--- src/rtl/btn_debounce_pkg.sv ---
// Shared constants and types for the push-button conditioner.
// Board timing constants live here so the top-level defaults track the clock.
package btn_debounce_pkg;

  localparam int unsigned CLK_FREQ_HZ      = 65_000_000;
  localparam int unsigned DEBOUNCE_MS      = 10;
  localparam int unsigned REPEAT_DELAY_MS  = 500;
  localparam int unsigned REPEAT_PERIOD_MS = 100;

  localparam int unsigned DEBOUNCE_CYCLES      = (CLK_FREQ_HZ / 1000) * DEBOUNCE_MS;
  localparam int unsigned REPEAT_DELAY_CYCLES  = (CLK_FREQ_HZ / 1000) * REPEAT_DELAY_MS;
  localparam int unsigned REPEAT_PERIOD_CYCLES = (CLK_FREQ_HZ / 1000) * REPEAT_PERIOD_MS;

  typedef enum logic [1:0] {
    RPT_IDLE       = 2'd0,
    RPT_WAIT_FIRST = 2'd1,
    RPT_REPEATING  = 2'd2
  } rpt_state_e;

  // Counter width that can hold n-1, never narrower than one bit.
  function automatic int unsigned cnt_width(input int unsigned n);
    return (n < 2) ? 1 : $clog2(n);
  endfunction

  function automatic int unsigned max_u(input int unsigned a, input int unsigned b);
    return (a > b) ? a : b;
  endfunction

endpackage

--- src/rtl/btn_debounce_channel.sv ---
// One button channel: synchroniser, stability filter, edge strobes and an
// optional auto-repeat timer.
module btn_debounce_channel
  import btn_debounce_pkg::*;
#(
  parameter int unsigned SYNC_STAGES   = 2,
  parameter int unsigned STABLE_CYCLES = DEBOUNCE_CYCLES,
  parameter int unsigned REPEAT_EN     = 0,
  parameter int unsigned REPEAT_DELAY  = REPEAT_DELAY_CYCLES,
  parameter int unsigned REPEAT_PERIOD = REPEAT_PERIOD_CYCLES
) (
  input  logic clk,
  input  logic rst_n,
  input  logic raw_i,
  output logic level_o,
  output logic press_o,
  output logic release_o
);

  localparam int unsigned CW = cnt_width(STABLE_CYCLES);
  localparam logic [CW-1:0] CNT_LAST = CW'(STABLE_CYCLES - 1);

  logic [SYNC_STAGES-1:0] sync_q, sync_d;
  logic [CW-1:0]          cnt_q, cnt_d;
  logic                   level_q, level_d;
  logic                   press_q, press_d;
  logic                   release_q, release_d;
  logic                   s;
  logic                   rise, fall;
  logic                   rpt_fire;

  assign sync_d = {sync_q[SYNC_STAGES-2:0], raw_i};
  assign s      = sync_q[SYNC_STAGES-1];

  // Any cycle where s agrees with the accepted level restarts the count.
  always_comb begin
    cnt_d   = '0;
    level_d = level_q;
    rise    = 1'b0;
    fall    = 1'b0;
    if (s != level_q) begin
      if (cnt_q == CNT_LAST) begin
        level_d = s;
        rise    = s;
        fall    = ~s;
      end else begin
        cnt_d = cnt_q + 1'b1;
      end
    end
  end

  assign press_d   = rise | rpt_fire;
  assign release_d = fall;

  always_ff @(posedge clk or negedge rst_n) begin
    if (!rst_n) begin
      sync_q    <= '0;
      cnt_q     <= '0;
      level_q   <= 1'b0;
      press_q   <= 1'b0;
      release_q <= 1'b0;
    end else begin
      sync_q    <= sync_d;
      cnt_q     <= cnt_d;
      level_q   <= level_d;
      press_q   <= press_d;
      release_q <= release_d;
    end
  end

  if (REPEAT_EN != 0) begin : g_rpt
    localparam int unsigned TW = cnt_width(max_u(REPEAT_DELAY, REPEAT_PERIOD));

    rpt_state_e      state_q, state_d;
    logic [TW-1:0]   tmr_q, tmr_d;
    logic            fire;

    // A release takes priority so no repeat can share its cycle or follow it.
    always_comb begin
      state_d = state_q;
      tmr_d   = tmr_q;
      fire    = 1'b0;
      if (fall) begin
        state_d = RPT_IDLE;
        tmr_d   = '0;
      end else if (rise) begin
        state_d = RPT_WAIT_FIRST;
        tmr_d   = TW'(REPEAT_DELAY - 1);
      end else begin
        case (state_q)
          RPT_WAIT_FIRST, RPT_REPEATING: begin
            if (level_q) begin
              if (tmr_q == '0) begin
                fire    = 1'b1;
                tmr_d   = TW'(REPEAT_PERIOD - 1);
                state_d = RPT_REPEATING;
              end else begin
                tmr_d = tmr_q - 1'b1;
              end
            end
          end
          default: ;
        endcase
      end
    end

    always_ff @(posedge clk or negedge rst_n) begin
      if (!rst_n) begin
        state_q <= RPT_IDLE;
        tmr_q   <= '0;
      end else begin
        state_q <= state_d;
        tmr_q   <= tmr_d;
      end
    end

    assign rpt_fire = fire;
  end else begin : g_no_rpt
    assign rpt_fire = 1'b0;
  end

  assign level_o   = level_q;
  assign press_o   = press_q;
  assign release_o = release_q;

endmodule

--- src/rtl/btn_debounce.sv ---
// Multi-channel push-button conditioner: one independent channel per button,
// all channels in the core clock domain.
module btn_debounce
  import btn_debounce_pkg::*;
#(
  parameter int unsigned CHANNELS      = 5,
  parameter int unsigned SYNC_STAGES   = 2,
  parameter int unsigned STABLE_CYCLES = DEBOUNCE_CYCLES,
  parameter int unsigned REPEAT_EN     = 0,
  parameter int unsigned REPEAT_DELAY  = REPEAT_DELAY_CYCLES,
  parameter int unsigned REPEAT_PERIOD = REPEAT_PERIOD_CYCLES
) (
  input  logic                clk,
  input  logic                rst_n,
  input  logic [CHANNELS-1:0] btn_raw,
  output logic [CHANNELS-1:0] btn_level,
  output logic [CHANNELS-1:0] btn_press,
  output logic [CHANNELS-1:0] btn_release
);

  for (genvar i = 0; i < CHANNELS; i++) begin : g_ch
    btn_debounce_channel #(
      .SYNC_STAGES  (SYNC_STAGES),
      .STABLE_CYCLES(STABLE_CYCLES),
      .REPEAT_EN    (REPEAT_EN),
      .REPEAT_DELAY (REPEAT_DELAY),
      .REPEAT_PERIOD(REPEAT_PERIOD)
    ) u_ch (
      .clk      (clk),
      .rst_n    (rst_n),
      .raw_i    (btn_raw[i]),
      .level_o  (btn_level[i]),
      .press_o  (btn_press[i]),
      .release_o(btn_release[i])
    );
  end

endmodule
--- config.mk ---
export PLATFORM = sky130hd
export DESIGN_NAME = btn_debounce
export DESIGN_NICKNAME = d
export VERILOG_FILES = /design/src/rtl/btn_debounce_pkg.sv /design/src/rtl/btn_debounce_channel.sv /design/src/rtl/btn_debounce.sv
export SDC_FILE = /design/constraint.sdc
export NUM_CORES = 1
export LEC_CHECK = 0
export CORE_MARGIN = 4
export CORE_UTILIZATION = 26
export DETAILED_ROUTE_END_ITERATION = 12
export PLACE_DENSITY = 0.5
export SYNTH_ARGS = -nofsm -noshare
export SYNTH_HDL_FRONTEND = slang
export SYNTH_HIERARCHICAL = 1
export SYNTH_SLANG_ARGS = --single-unit
--- constraint.sdc ---
create_clock -name clk -period 1.9 [get_ports clk]
set_input_delay 0.38 -clock clk [delete_from_list [all_inputs] [get_ports clk]]
set_output_delay 0.38 -clock clk [all_outputs]
set_load 0.01 [all_outputs]
==> metrics.txt, run 1 <==
fin crit share=92.67%; Sink Count=125; Leak Pwr=0.002788 uW; final setup fails=0; Routed Wire Length=12.15 mm; clk_lat worst skew=0.40 ns; max incr delay on CP=0.57 ns; DRC errors left=0; Slew HR=68.25%; fin crit period=1.761 ns; critical path endpoint category=output port; vias in the first global route=4,400; Post-synth EDFFs=0; die footprint=25,750 um^2; overall power=5934 uW; Via-to-Cell Ratio=4.736; ant diodes=0; register area share after synthesis=51.76%; top cell type's share of synthesized area=51.76%; number of H-tree levels=4; Tightest Pin Transition=0.4763 ns; setup TNS=0 ns; CP top delay family=buffers and inverters; PD cells=814.3 nW/um^2; Worst Path Arrival=1.38 ns; Area Overhead vs Synth=20.58%; RSZ-0062 raised after global routing=no; cells after synthesis=570; Nets=630; Crit-path slowest cell=clkdlybuf4s50_1; Total GRT Usage=9.761%; initial core utilization=26.53%; HPWL Detailed=8.287 mm; CP Max Fanout=5; IO Count=22; Final Max Slew Viols=0; worst vdd ir=0.0004513 V; asr flop ratio synth=100.0%; post-route ant nets=0; cts bufs inserted=17; Cell variety after synth=29; Max-cap violations=0; Root Driver=clkbuf_16; # rows=55; die width=160.5 um; CTS tree=built; Synth area leader=dfrtp_1; Startpoint Class=flip-flop; die height=160.5 um; via total after detailed routing=4,461; Max Root-Sink Buffers=2; fillers=2,301; most common cell after layout, fill and taps aside=dfrtp_1; share of layout cells above drive strength 1=14.15%; syn nets=582; # resized after CTS=0; Yosys reg bits=125; min-delay worst type=flip-flop to flip-flop; clk_skew=0.007665 ns; mapped cell area=6043 um^2; largest net degree at the start of global routing=43; Ys Warns=6; most frequent cells in the layout=125 x dfrtp_1, 65 x nor2_1, 35 x nand4_1, 35 x a21oi_1; GPL Wtd Cong=0.7763; Iteration-0 DRC Markers=232; final hold violations=0; kind of critical path=flip-flop to output port; initial antenna violation count=0; # port buffers=21; status=complete, no violations; DR WL/cell=12.90 um; Synth Flop Type=dfrtp_1; global route overflow=0; worst path cell trace=clkdlybuf4s50_1; first-pass GRT wire length=21.16 mm; Buf/Inv on CP=1; Critical Path RT=1.52 ns; fmax=0.5680 GHz; Avg Cell Area, Syn=10.60 um^2; Core Box Area=22,780 um^2; Synth area leaders=dfrtp_1 52%, xnor2_1 4.3%, xor2_1 4.3%, nor2_1 4.0%, nand4_1 3.6%; TritonRoute pass-1 iters=4; clock-pin slew on the worst setup and hold paths=0.05 ns
-- cell usage after synthesis (20+ instances only) --
cell type,instances
a21oi_1,35
dfrtp_1,125
nand2_1,25
nand3_1,25
nand4_1,35
nor2_1,65
nor3_1,20
o31ai_1,25
or4_1,25
xnor2_1,30
xor2_1,30
-- area by class of cell --
class | count | area (um^2) | share of cell area (%)
clock buffers | 24 | 481.7 | 6.611
well taps | 313 | 391.6 | 5.374
repair buffers | 34 | 332.8 | 4.567
inverters | 10 | 37.54 | 0.5151
flip-flops and latches | 125 | 3128 | 42.93
multi-input cells | 430 | 2853 | 39.15
clock inverters | 6 | 62.56 | 0.8585
-- registers in the layout, summed over array words and instances, names as in the netlist --
signal / flops
g_ch.u_ch/cnt_q: 100
g_ch.u_ch/sync_q: 10
g_ch.u_ch/level_o: 5
g_ch.u_ch/press_o: 5
g_ch.u_ch/release_o: 5
-- cell families after synthesis --
logic type                 count (synthesis)  share of synthesized area [%]
xor gates and xnor gates                  60                          8.696
buffers and inverters                     15                          1.035
DFF                                      125                          51.76
adders and majority gates                  5                          1.035
muxes                                      5                         0.9316
AOI/OAI and AO/OA                         75                          7.557
and+or+nand+nor                          285                          28.99
-- worst paths after layout --
path / startpoint / endpoint / slack [ns] / depth (start not counted)
min in group asynchronous: rst_n / g_ch[1].u_ch/cnt_q[16] / 0.48 / 2
min reg2reg: g_ch[3].u_ch/sync_q[0] / g_ch[3].u_ch/sync_q[1] / 0.34 / 0
min: g_ch[3].u_ch/sync_q[0] / g_ch[3].u_ch/sync_q[1] / 0.34 / 0
max: g_ch[2].u_ch/level_o / btn_level[2] / 0.14 / 1
max reg2reg: g_ch[3].u_ch/cnt_q[0] / g_ch[3].u_ch/cnt_q[16] / 0.14 / 5
max in group asynchronous: rst_n / g_ch[0].u_ch/cnt_q[18] / 0.75 / 3
-- metrics by stage --
step           hold WS (ns)  instances  cell area (um^2)  setup WS (ns)  util, %
3_5_place_dp         0.3364        911              6733         0.1612    29.56
2_1_floorplan       0.08441        570              6043         0.3003        -
4_1_cts              0.3486        942              7287        0.08858    31.99
5_1_grt              0.3561        942              7287        0.01722    31.99
6_report             0.3448        942              7287         0.1393    31.99
3_3_place_gp         0.3325        911              6733         0.2083    29.56
-- repair_timing --
| action | 4_1_cts | 5_1_grt |
|---|---|---|
| hold endpoints to repair | 29 | 0 |
| buffers inserted | 0 | 0 |
| endpoints found under the setup margin | 0 | 0 |
| hold buffers | 1 | 0 |
-- per-layer routing --
layer / vias to the layer above / track usage (%) / wire (um)
met1: 2216 / 12.73 / 5877
met2: 49 / 15.71 / 5891
met5: - / 0 / 0
met4: 0 / 3.442 / 136
met3: 11 / 2.540 / 246
li1: 2185 / - / -
-- power breakdown --
part	internal [uW]	switching (uW)
sequential	2700	33.9
clock	1880	1120
combinational	68.5	127
total	4650	1280
(Power assumes the default switching activity.)
==> run 2: changes to the inputs <==
--- a/config.mk
+++ b/config.mk
@@ -5,10 +5,13 @@
 export SDC_FILE = /design/constraint.sdc
 export NUM_CORES = 1
 export LEC_CHECK = 0
+export CELL_PAD_IN_SITES_DETAIL_PLACEMENT = 1
+export CELL_PAD_IN_SITES_GLOBAL_PLACEMENT = 1
 export CORE_MARGIN = 4
 export CORE_UTILIZATION = 26
 export DETAILED_ROUTE_END_ITERATION = 12
-export PLACE_DENSITY = 0.5
+export PLACE_DENSITY = 0.57
+export RECOVER_POWER = 25
 export SYNTH_ARGS = -nofsm -noshare
 export SYNTH_HDL_FRONTEND = slang
 export SYNTH_HIERARCHICAL = 1
==> metrics.txt, run 2 (synthesis gave the netlist of run 1 again) <==
status=finished, violations left; failing checks=capacitance limit, slew limit; Tightest Pin Transition=1.627 ns; PD cells=864.1 nW/um^2; final hold violations=0; clock-pin slew on the worst setup and hold paths=0.06 ns; cts bufs inserted=17; global route overflow=0; Max-cap violations=1; clk_lat worst skew=0.41 ns; initial core utilization=26.53%; Routed Wire Length=13.50 mm; HPWL Detailed=9.267 mm; most flop-heavy register=g_ch.u_ch/cnt_q; min-delay worst type=flip-flop to flip-flop; Largest regs=g_ch.u_ch/cnt_q: 100 flops, g_ch.u_ch/sync_q: 10 flops; setup repair bufs after CTS=0; final setup fails=0; max incr delay on CP=0.58 ns; # rows=55; most frequent cells in the layout=125 x dfrtp_1, 65 x nor2_1, 35 x nand4_1, 35 x a21oi_1; DR WL/cell=14.31 um; worst path cell trace=clkdlybuf4s50_1; die footprint=25,750 um^2; die height=160.5 um; Final Max Slew Viols=126; Critical Path RT=1.52 ns; Core Box Area=22,780 um^2; Root Driver=clkbuf_16; CP top delay family=buffers and inverters; register area=3128 um^2; TritonRoute pass-1 iters=4; Startpoint Class=flip-flop; via total after detailed routing=4,550; GPL Wtd Cong=0.7595; ant diodes=0; IO Count=22; largest net degree at the start of global routing=126; area occupied by multi-input gates=2853 um^2; Area Overhead vs Synth=21.33%; Leak Pwr=0.002821 uW; Iteration-0 DRC Markers=200; Hold Buf Count CTS=0; Worst Path Arrival=1.44 ns; post-route ant nets=0; first-pass GRT wire length=23.98 mm; most common cell after layout, fill and taps aside=dfrtp_1; Max Root-Sink Buffers=2; Via-to-Cell Ratio=4.825; fillers=2,573; Slew HR=-8.495%; CTS tree=built; worst vdd ir=0.0005959 V; RSZ-0062 raised after global routing=no; CP Max Fanout=5; max reg flops=100; # port buffers=21; kind of critical path=flip-flop to output port; critical path endpoint category=output port; WL met3=219 um; fin crit share=95.61%; # resized after CTS=0; share of layout cells above drive strength 1=14.76%; fin crit period=1.817 ns; vias in the first global route=4,840; fmax=0.5505 GHz; die width=160.5 um; met2 WL post-DR=6.991 mm; Nets=629; wl on met1=6.056 mm; Sink Count=125; initial antenna violation count=0; clk_skew=0.007004 ns; overall power=6336 uW; number of H-tree levels=4; Buf/Inv on CP=1; highest routed layer=met4; Total GRT Usage=11.13%; setup TNS=0 ns; DRC errors left=0; Crit-path slowest cell=clkdlybuf4s50_1
-- run 2: per-layer routing --
metal / GRT usage, % / up-vias
met4: 4.771 / 0
met3: 2.309 / 16
met2: 19.42 / 30
li1: - / 2202
met1: 13.27 / 2302
met5: 0 / -
-- run 2: where the power goes --
group          internal, uW  switching [uW]  total (uW)
Sequential             2700            34.5        2740
Combinational          56.8             126         183
Clock                  2260            1160        3420
-- run 2: stage by stage --
| step | util, % | setup WS (ns) | cells | hold slack (ns) | instance area [um^2] |
|---|---|---|---|---|---|
| after global routing | 32.19 | 0.005471 | 943 | 0.3716 | 7332 |
| final | 32.19 | 0.08338 | 943 | 0.3479 | 7332 |
| after global placement | 29.50 | 0.1820 | 911 | 0.3346 | 6720 |
| after CTS | 32.24 | 0.05691 | 943 | 0.1186 | 7345 |
| after detailed placement | 29.50 | 0.1176 | 911 | 0.3362 | 6720 |
| after floorplan | - | 0.3003 | 570 | 0.08441 | 6043 |
-- run 2: final cells by class --
type / count / share of cell area, %
clock buffers: 21 / 6.280
repair buffers: 33 / 4.061
flip-flops and latches: 125 / 42.66
inverters: 10 / 0.5119
multi-input cells: 430 / 38.91
clock inverters: 11 / 2.235
well taps: 313 / 5.341
-- run 2: worst paths after layout --
path	start	endpoint	slack, ns	depth (start not counted)
worst max-delay path	g_ch[0].u_ch/level_o	btn_level[0]	0.08	1
worst min-delay path	g_ch[4].u_ch/sync_q[0]	g_ch[4].u_ch/sync_q[1]	0.35	0
worst max register to register	g_ch[4].u_ch/cnt_q[0]	g_ch[4].u_ch/cnt_q[14]	0.13	5
max in group asynchronous	rst_n	g_ch[1].u_ch/cnt_q[18]	0.38	2
worst min register to register	g_ch[4].u_ch/sync_q[0]	g_ch[4].u_ch/sync_q[1]	0.35	0
min in group asynchronous	rst_n	g_ch[2].u_ch/cnt_q[11]	0.47	2
==> run 3: changes to the inputs <==
--- a/config.mk
+++ b/config.mk
@@ -10,6 +10,7 @@
 export CORE_MARGIN = 4
 export CORE_UTILIZATION = 26
 export DETAILED_ROUTE_END_ITERATION = 12
+export GPL_TIMING_DRIVEN = 0
 export PLACE_DENSITY = 0.57
 export RECOVER_POWER = 25
 export SYNTH_ARGS = -nofsm -noshare
==> metrics.txt, run 3 (synthesis gave the netlist of run 1 again) <==
Tightest Pin Transition=0.9214 ns; Final Max Slew Viols=0; Iteration-0 DRC Markers=124; clk_skew=0.006052 ns; Max-cap violations=0; final setup fails=0; CTS tree=built; most common cell after layout, fill and taps aside=dfrtp_1; setup TNS=0 ns; DR WL/cell=14.38 um; Critical Path RT=2.20 ns; CP Max Fanout=10; Startpoint Class=flip-flop; final hold violations=0; largest net degree at the start of global routing=65; die height=160.5 um; reg-to-reg slack, setup=0.12 ns; Slew HR=38.57%; via total after detailed routing=4,560; status=complete, no violations; number of H-tree levels=4; cts bufs inserted=17; critical path endpoint category=flip-flop; Worst Path Arrival=2.08 ns; # rows=55; PD cells=819.8 nW/um^2; global route overflow=0; worst vdd ir=0.0006137 V; Max Root-Sink Buffers=2; Register-to-Register Path Depth=6; max reg flops=100; Largest regs=g_ch.u_ch/cnt_q: 100 flops, g_ch.u_ch/sync_q: 10 flops; clock-pin slew on the worst setup and hold paths=0.05 ns; initial core utilization=26.53%; Routed Wire Length=13.69 mm; DRC errors left=0; Nets=638; share of layout cells above drive strength 1=16.59%; first-pass GRT wire length=23.94 mm; post-route ant nets=0; most frequent cells in the layout=124 x dfrtp_1, 65 x nor2_1, 35 x nand4_1; worst hold stages=0; most flop-heavy register=g_ch.u_ch/cnt_q; TritonRoute pass-1 iters=4; kind of critical path=flip-flop to flip-flop; ant diodes=0; Via-to-Cell Ratio=4.790; Area Overhead vs Synth=22.69%; Sink Count=125; HPWL Detailed=9.431 mm; IO Count=22; die width=160.5 um; Core Box Area=22,780 um^2; Finished Layout Cells=952; initial antenna violation count=0; fin crit share=93.86%; vias in the first global route=4,936; fin crit period=1.783 ns; Finished Core Util=32.55%; Total GRT Usage=11.18%; GPL Wtd Cong=0.7575; Leak Pwr=0.002841 uW; fmax=0.5607 GHz; clk_lat worst skew=0.41 ns; die footprint=25,750 um^2; # port buffers=21; min-delay worst type=flip-flop to flip-flop; Root Driver=clkbuf_16; placed insts=905
[run 3: changes by cell type in the layout (fill, tap and decap cells not counted), moves of 2 or more]
| cell | previous run | this run |
|---|---|---|
| buf_2 | 0 | 4 |
| buf_4 | 12 | 14 |
| bufinv_16 | 4 | 1 |
| clkbuf_1 | 2 | 0 |
| clkbuf_8 | 2 | 5 |
| clkinvlp_4 | 2 | 5 |
| o21ai_2 | 5 | 0 |
| o21ai_4 | 0 | 5 |
[run 3: what timing repair did]
action | CTS | global route
hold endpoints to repair | 61 | 0
gates resized for setup | 5 | 4
pin swaps | 0 | 5
buffers inserted | 0 | 14
endpoints found under the setup margin | 50 | 53
hold buffers | 1 | 0
[run 3: metrics by stage]
| stage | hold slack (ns) | instance area, um^2 | power (uW) | worst slack [ns] |
|---|---|---|---|---|
| floorplan | 0.08441 | 6043 | 2855 | 0.3003 |
| global placement | 0.3338 | 6645 | 2958 | -4.667 |
| detailed placement | 0.3373 | 6674 | 2970 | -0.07004 |
| CTS | 0.3497 | 7303 | 6179 | 0.004831 |
| global route | 0.3549 | 7415 | 6347 | -0.01097 |
| finish | 0.3449 | 7415 | 6078 | 0.1166 |
[run 3: area by class of cell]
cell class / instances / area (um^2)
Buffer: 5 / 27.53
Clock buffer: 22 / 494.2
Clock inverter: 10 / 87.58
Fill cell: 2530 / 15360
Inverter: 10 / 37.54
Multi-Input combinational cell: 430 / 2897
Sequential cell: 125 / 3129
Tap cell: 313 / 391.6
Timing Repair Buffer: 37 / 350.3
[run 3: critical path, stage by stage, from the launching register on]
cell and delay, ns:
dfrtp_1 0.37, ha_1 0.26, and3_2 0.27, nand3_1 0.15, o21ai_4 0.28, clkbuf_4 0.26
nor2_1 0.07
[run 3: final timing paths]
path | startpoint | end
min in group asynchronous | rst_n | g_ch[2].u_ch/sync_q[1]
worst max-delay path | g_ch[2].u_ch/cnt_q[0] | g_ch[2].u_ch/cnt_q[11]
worst min-delay path | g_ch[0].u_ch/sync_q[0] | g_ch[0].u_ch/sync_q[1]
worst min register to register | g_ch[0].u_ch/sync_q[0] | g_ch[0].u_ch/sync_q[1]
worst max register to register | g_ch[2].u_ch/cnt_q[0] | g_ch[2].u_ch/cnt_q[11]
max in group asynchronous | rst_n | g_ch[0].u_ch/level_o
[run 3: power by group]
part	total, uW	internal, uW	leakage [uW]	switching [uW]
Combinational	205	74.3	0.000856	131
Sequential	2740	2700	0.00171	35.3
Clock	3140	1960	0.000276	1180
[run 3: per-layer routing]
metal  vias to the layer above  GRT usage, %  share of wire [%]
met4                         0         4.145                1.6
met2                        28         19.82                 51
met3                        16         2.720                1.7
met5                         -             0                  0
met1                      2314         13.08                 45
li1                       2202             -                  -
